**config.mk**
```make
export PLATFORM = sky130hd
export DESIGN_NAME = wr_full_ctrl
export DESIGN_NICKNAME = d
export VERILOG_FILES = /design/src/rtl/wr_full_ctrl.sv
export SDC_FILE = /design/constraint.sdc
export NUM_CORES = 1
export LEC_CHECK = 0
export ABC_CLOCK_PERIOD_IN_PS = 6400
export BUFFER_PORTS_ARGS = -buffer_cell sky130_fd_sc_hd__buf_4
export CAP_MARGIN = 30
export CELL_PAD_IN_SITES_DETAIL_PLACEMENT = 1
export CELL_PAD_IN_SITES_GLOBAL_PLACEMENT = 1
export CORE_AREA = 5 5 59 61
export DETAILED_ROUTE_END_ITERATION = 16
export DIE_AREA = 0 0 64 66
export PLACE_DENSITY = 0.77
export SLEW_MARGIN = 25
export SYNTH_ARGS = -nofsm -noshare
export SYNTH_HDL_FRONTEND = slang
export SYNTH_SLANG_ARGS = --single-unit
```
**constraint.sdc**
```tcl
create_clock -name wr_clk -period 6.4 [get_ports wr_clk]
set_input_delay 1.28 -clock wr_clk [delete_from_list [all_inputs] [get_ports wr_clk]]
set_output_delay 1.28 -clock wr_clk [all_outputs]
set_load 0.03 [all_outputs]
```
**src/rtl/wr_full_ctrl.sv**
```systemverilog
`default_nettype none
// ============================================================================
//  Module      : wr_full_ctrl
//  Description : Write-side pointer, full/almost-full, fill level and sticky
//                overflow controller for an asynchronous FIFO (wr_clk domain).
//  Revision    : 1.0 - initial release
// ============================================================================
module wr_full_ctrl #(
    parameter int ADDR_SIZE    = 4,
    parameter int AFULL_THRESH = 12
) (
    input  logic                 wr_clk,
    input  logic                 wr_rst,
    input  logic                 wr_inc,
    input  logic                 wr_ovf_clr,
    input  logic [ADDR_SIZE:0]   rd_ptr,
    output logic [ADDR_SIZE:0]   wr_ptr,
    output logic [ADDR_SIZE-1:0] wr_addr,
    output logic                 wr_en,
    output logic                 wr_full,
    output logic                 wr_afull,
    output logic [ADDR_SIZE:0]   wr_count,
    output logic                 wr_ovf
);

    localparam logic [ADDR_SIZE:0] AFULL_LVL = (ADDR_SIZE + 1)'(AFULL_THRESH);

    logic [ADDR_SIZE:0] wr_bin_q,   wr_bin_d;
    logic [ADDR_SIZE:0] wr_ptr_q,   wr_ptr_d;
    logic [ADDR_SIZE:0] rd_sync1_q, rd_sync2_q;
    logic [ADDR_SIZE:0] wr_count_q, wr_count_d;
    logic               wr_full_q,  wr_full_d;
    logic               wr_afull_q, wr_afull_d;
    logic               wr_ovf_q,   wr_ovf_d;
    logic [ADDR_SIZE:0] rd_bin_s;
    logic               inc_ok;

    always_comb begin
        inc_ok   = wr_inc & ~wr_full_q;
        wr_bin_d = wr_bin_q + {{ADDR_SIZE{1'b0}}, inc_ok};
        wr_ptr_d = (wr_bin_d >> 1) ^ wr_bin_d;

        // Gray-to-binary: each binary bit is the XOR of all Gray bits at or above it
        rd_bin_s = '0;
        for (int i = 0; i <= ADDR_SIZE; i++) begin
            rd_bin_s[i] = ^(rd_sync2_q >> i);
        end

        wr_count_d = wr_bin_d - rd_bin_s;
        wr_afull_d = (wr_count_d >= AFULL_LVL);
        wr_full_d  = (wr_ptr_d == {~rd_sync2_q[ADDR_SIZE:ADDR_SIZE-1],
                                    rd_sync2_q[ADDR_SIZE-2:0]});

        // A rejected write sets the flag even when a clear arrives on the same edge
        wr_ovf_d = wr_ovf_q;
        if (wr_inc && wr_full_q) begin
            wr_ovf_d = 1'b1;
        end else if (wr_ovf_clr) begin
            wr_ovf_d = 1'b0;
        end
    end

    always_ff @(posedge wr_clk) begin
        if (wr_rst) begin
            wr_bin_q   <= '0;
            wr_ptr_q   <= '0;
            rd_sync1_q <= '0;
            rd_sync2_q <= '0;
            wr_count_q <= '0;
            wr_full_q  <= 1'b0;
            wr_afull_q <= 1'b0;
            wr_ovf_q   <= 1'b0;
        end else begin
            wr_bin_q   <= wr_bin_d;
            wr_ptr_q   <= wr_ptr_d;
            rd_sync1_q <= rd_ptr;
            rd_sync2_q <= rd_sync1_q;
            wr_count_q <= wr_count_d;
            wr_full_q  <= wr_full_d;
            wr_afull_q <= wr_afull_d;
            wr_ovf_q   <= wr_ovf_d;
        end
    end

    // Memory writes are suppressed while reset is held
    assign wr_en    = wr_inc & ~wr_full_q & ~wr_rst;
    assign wr_ptr   = wr_ptr_q;
    assign wr_addr  = wr_bin_q[ADDR_SIZE-1:0];
    assign wr_full  = wr_full_q;
    assign wr_afull = wr_afull_q;
    assign wr_count = wr_count_q;
    assign wr_ovf   = wr_ovf_q;

endmodule
`default_nettype wire

```
# == After elaboration in Yosys (flattened, before gate mapping) ==
# Cells that the tools add are included.
# word_totals
input_bits,9
out_inout_bits,18
reg_bits,28
# op_classes
eq_ne,1
reduce_logical,7
n_lt_le_gt_ge,1
n_mux,2
bitwise_logic,6
add_sub_neg,2
# ops
cell,n
5-bit parity,5
5-bit by 1-bit adder with 5-bit output,1
5-bit equality test,1
"5-bit by 4-bit >= comparator with 1-bit output, second input constant",1
5-bit subtractor,1
4-bit by 5-bit bitwise XOR with 5-bit output,1
1-bit AND,2
1-bit 2-to-1 mux,2
1-bit inverter,2
2-bit inverter,1
2-bit nonzero test,1
1-bit logical AND,1

# == Depth between registers and ports, before layout ==
# logic_depth
depth_word,5
mapped_depth,11
ltp_nobuf,11

# == Least setup slack after synthesis ==
# OpenSTA, ideal clock, no wires.
# synth_timing
kind,input port to output port
from,input wr_rst
to,output wr_en
setup_slack_ns,2.978
arrival_time_ns,2.142
cell_stages,3
cell_sequence,clkbuf_1 > clkbuf_1 > nor2b_1
# synth_between
elab_chain_cells,2
# synth_lines
element,line,rtl
from (decl),13,"input logic wr_rst,"
1-bit inverter,86,assign wr_en = wr_inc & ~wr_full_q & ~wr_rst;
1-bit AND,86,
to (decl),19,"output logic wr_en,"
# Every way passes these cells.

# == Worst setup path after layout ==
# layout_timing
from,input wr_inc
to,register wr_afull_q (netlist: wr_afull)
# layout_between
elab_chain_cells,4
# layout_lines
element,line,rtl
from (decl),14,"input logic wr_inc,"
1-bit AND,39,inc_ok = wr_inc & ~wr_full_q;
5-bit by 1-bit adder with 5-bit output,40,"wr_bin_d = wr_bin_q + {{ADDR_SIZE{1'b0}}, inc_ok};"
net wr_bin_d[2],28,"logic [ADDR_SIZE:0] wr_bin_q, wr_bin_d;"
5-bit subtractor,49,wr_count_d = wr_bin_d - rd_bin_s;
5-bit by 4-bit >= comparator with 1-bit output,50,wr_afull_d = (wr_count_d >= AFULL_LVL);
to (signal assigned),80,wr_afull_q <= wr_afull_d;
to (decl),33,"logic wr_afull_q, wr_afull_d;"
# The timed path passes the listed nets, and every way through them passes these cells.
# A chain may end at the register's enable or synchronous reset.

==> impl_results.md <==
* Status: finished, final reports clean
* Critical path required time at about 6.6 ns
* Worst Hold Class: reg -> reg
* Rows at 20
* H-tree depth at 1
* Fin crit share at 0.5025
* Place WS at between 2 and 3 ns
* Boundary Pins at 27
* Compound-Gate Fraction of Synth Area at 0.07816
* Chip Width at 64 um
* Detailed placer's ending HPWL at approximately 1.8 mm
* Cell family with most CP delay: adder cells
* Synth Area in Simple Gates at 0.1884
* Most frequent cell on the critical path: ha_1
* Leakage power at around 0.65 nW
* Synth Area in Adders at 0.06424
* Xor/xnor share of the synthesized area at 0.1606
* Initial antenna violation count at 0
* Worst VDD drop at between 150 and 200 uV
* Max frequency at 0.3110 GHz
* Most common cell after layout, fill and taps aside: dfxtp_1
* Mapped Area at roughly 0.0012 mm2
* Inserted Diodes at 0
* Post-route non-filler standard cell count at 172
* Multiplexer share of the synthesized area at 0.01713
* Area growth syn-to-layout at 21.31%
* Crit-path max cell delay at roughly 0.37 ns
* CP Capture Type: flop
* Antenna Violating Nets Remaining at 0
* Yosys cell types at 28
* Worst-Margin Slew at 0.4386 ns
* Yosys top cell area share at 0.4625
* Dpl cells at approximately 170
* Pwr dens at approximately 270 mW/mm2
* Synth Register Bits at 27
* CTS Root Cell: clkbuf_4
* Vias in the first global route at 854
* Synth area leaders: dfxtp_1 (46%), nor2b_1 (8.6%), ha_1 (6.4%), xor2_1 (6.0%), xnor2_1 (4.5%)
* Congestion Overflow GR at 0
* TritonCTS Buffers at 3
* Chain of cells forming the critical path: buf_4 > nor2b_1 > ha_1 > ha_1 > xor2_2 > ha_1 > a21oi_1 > o21bai_1 > a41o_1 > xor2_1 > o22ai_1
* CTS Sinks at 27
* Initial core utilization at 0.3991
* Cts repair resizes at 0
* Mapped Nets at 128
* Worst Setup Path Type: in -> reg
* WP data arrival at roughly 3.4 ns
* Slew Viols, Final at 0
* Gr usage total at 0.1203
* Worst Slack Setup Final at roughly 3.2 ns
* Clk slew on worst S/H paths at ~0.14 ns
* Gpl congestion at between 0.8 and 0.9
* Vias/cell at approximately 5.0
* Largest net degree at the start of global routing at 30
* Layout cells sized above 1 at 0.2734
* Core area at 0.002928 mm2
* Fin. Hold Viols at 0
* Clock Latency Late Sink at around 0.33 ns
* MaxCap Viol Count at 0
* YS warnings at 0
* Time the worst path needs with I/O delays and setup at ~3.2 ns
* Relative slew slack at 0.7066
* Most frequent cells in the layout: dfxtp_1 (27), buf_4 (26), nor2b_1 (16)
* Yosys top cell by area: dfxtp_1
* First-pass GRT wire length at about 4 mm
* Chip height at 66 um
* DR iter-0 viols at 26
* RSZ-0062 raised after global routing: false
* CTS Hold Buffers Added at 0
* Final setup vio count at 0
* Max clock buf depth at 2
* Routed Wire Length at 2.365 mm
* Final clock skew at approximately 0.008 ns
* Number of buffers added on ports at 26
* Total die area at 0.004224 mm2
* NumNets Final at roughly 160
* Main combinational cell family by area after synthesis: simple AND/OR/NAND/NOR gates
* Routed vias at roughly 860
* TritonCTS clock tree: done
* Post-CTS Setup Inserts at 0
* Avg WL per Cell at 13.75 um
* Setup TNS at 0 ns
* Final hold slack at 0.4546 ns
* Sequential fraction of the synthesis area at 0.4625
* DRC Markers at 0
* CP max-delay cell: ha_1
* DRT Pass-1 Iters at 4
* Syn Inst Count at between 100 and 150
* Post-layout util at 0.4842
* Crit-path max FO at 7
* Critical path startpoint category: primary input
* Syn Area/Cell at a little over 10 um2
* Sum of buffers and inverters on the critical path at 1
## metal layers
layer	track usage	routed length [um]	share of wire
met1	0.1374	953	0.40
met2	0.2173	1232	0.52
met3	0.02381	134	0.057
met4	0.04675	44	0.019
met5	0	0	0
## path summary, 6_finish.rpt
kind | endpoint | depth (start not counted) | from | slack [ns]
max reg2reg | wr_afull | 10 | wr_full | 3.90
min | rd_sync2_q[0] | 1 | rd_sync1_q[0] | 0.45
max | wr_afull | 11 | wr_inc | 3.18
min reg2reg | rd_sync2_q[0] | 1 | rd_sync1_q[0] | 0.45
## area by class of cell
class / count / area (um2)
Fill cell: 336 / 1510
Multi-Input combinational cell: 77 / 594.3
Sequential cell: 27 / 540.5
Timing Repair Buffer: 26 / 195.2
Tap cell: 33 / 41.29
Clock buffer: 3 / 22.52
Inverter: 5 / 18.77
Clock inverter: 1 / 5.005
## kinds of logic (layout without fill, tap and decap cells)
| kind of cell | count (synthesis) | in the layout |
|---|---|---|
| AOI/OAI and AO/OA | 11 | 11 |
| xor gates and xnor gates | 18 | 18 |
| adders and majority gates | 6 | 6 |
| buffers and inverters | 9 | 35 |
| DFF | 27 | 27 |
| muxes | 2 | 2 |
| and+or+nand+nor | 40 | 40 |
## per-stage QoR
step	power, mW	cell area, um2
after floorplan	0.2733	1169
after global placement	0.3046	1390
after detailed placement	0.3087	1390
after CTS	0.3833	1418
after global routing	0.4023	1418
final	0.3783	1418
## flip-flops by register name (all words and copies together), names as in the netlist
signal      count
rd_sync1_q      5
rd_sync2_q      5
wr_afull        1
wr_bin_q        5
wr_count        5
wr_full         1
wr_ovf          1
wr_ptr          4
## where the power goes
part           total [mW]  switching (mW)  internal, mW  leakage [nW]
combinational       0.116          0.0671        0.0486         0.409
sequential          0.189         0.00572         0.183         0.222
clock              0.0735          0.0500        0.0235        0.0177
## synthesized netlist by cell type
cell and count:
a2111oi_2 2, a21oi_1 4, a41o_1 1, a41oi_1 1, and2_1 1, and2_2 1, and4b_4 1, buf_1 2
clkbuf_1 2, dfxtp_1 27, ha_1 6, inv_1 5, mux2i_1 2, nand2_1 1, nand2b_1 1, nand3_1 3
nor2_1 12, nor2b_1 16, nor3_1 2, nor4_1 1, o2111ai_1 1, o21bai_1 1, o22ai_1 1, or3_1 1
xnor2_1 6, xnor2_2 2, xor2_1 8, xor2_2 2
No activity file was read; power rests on OpenSTA's default activity.
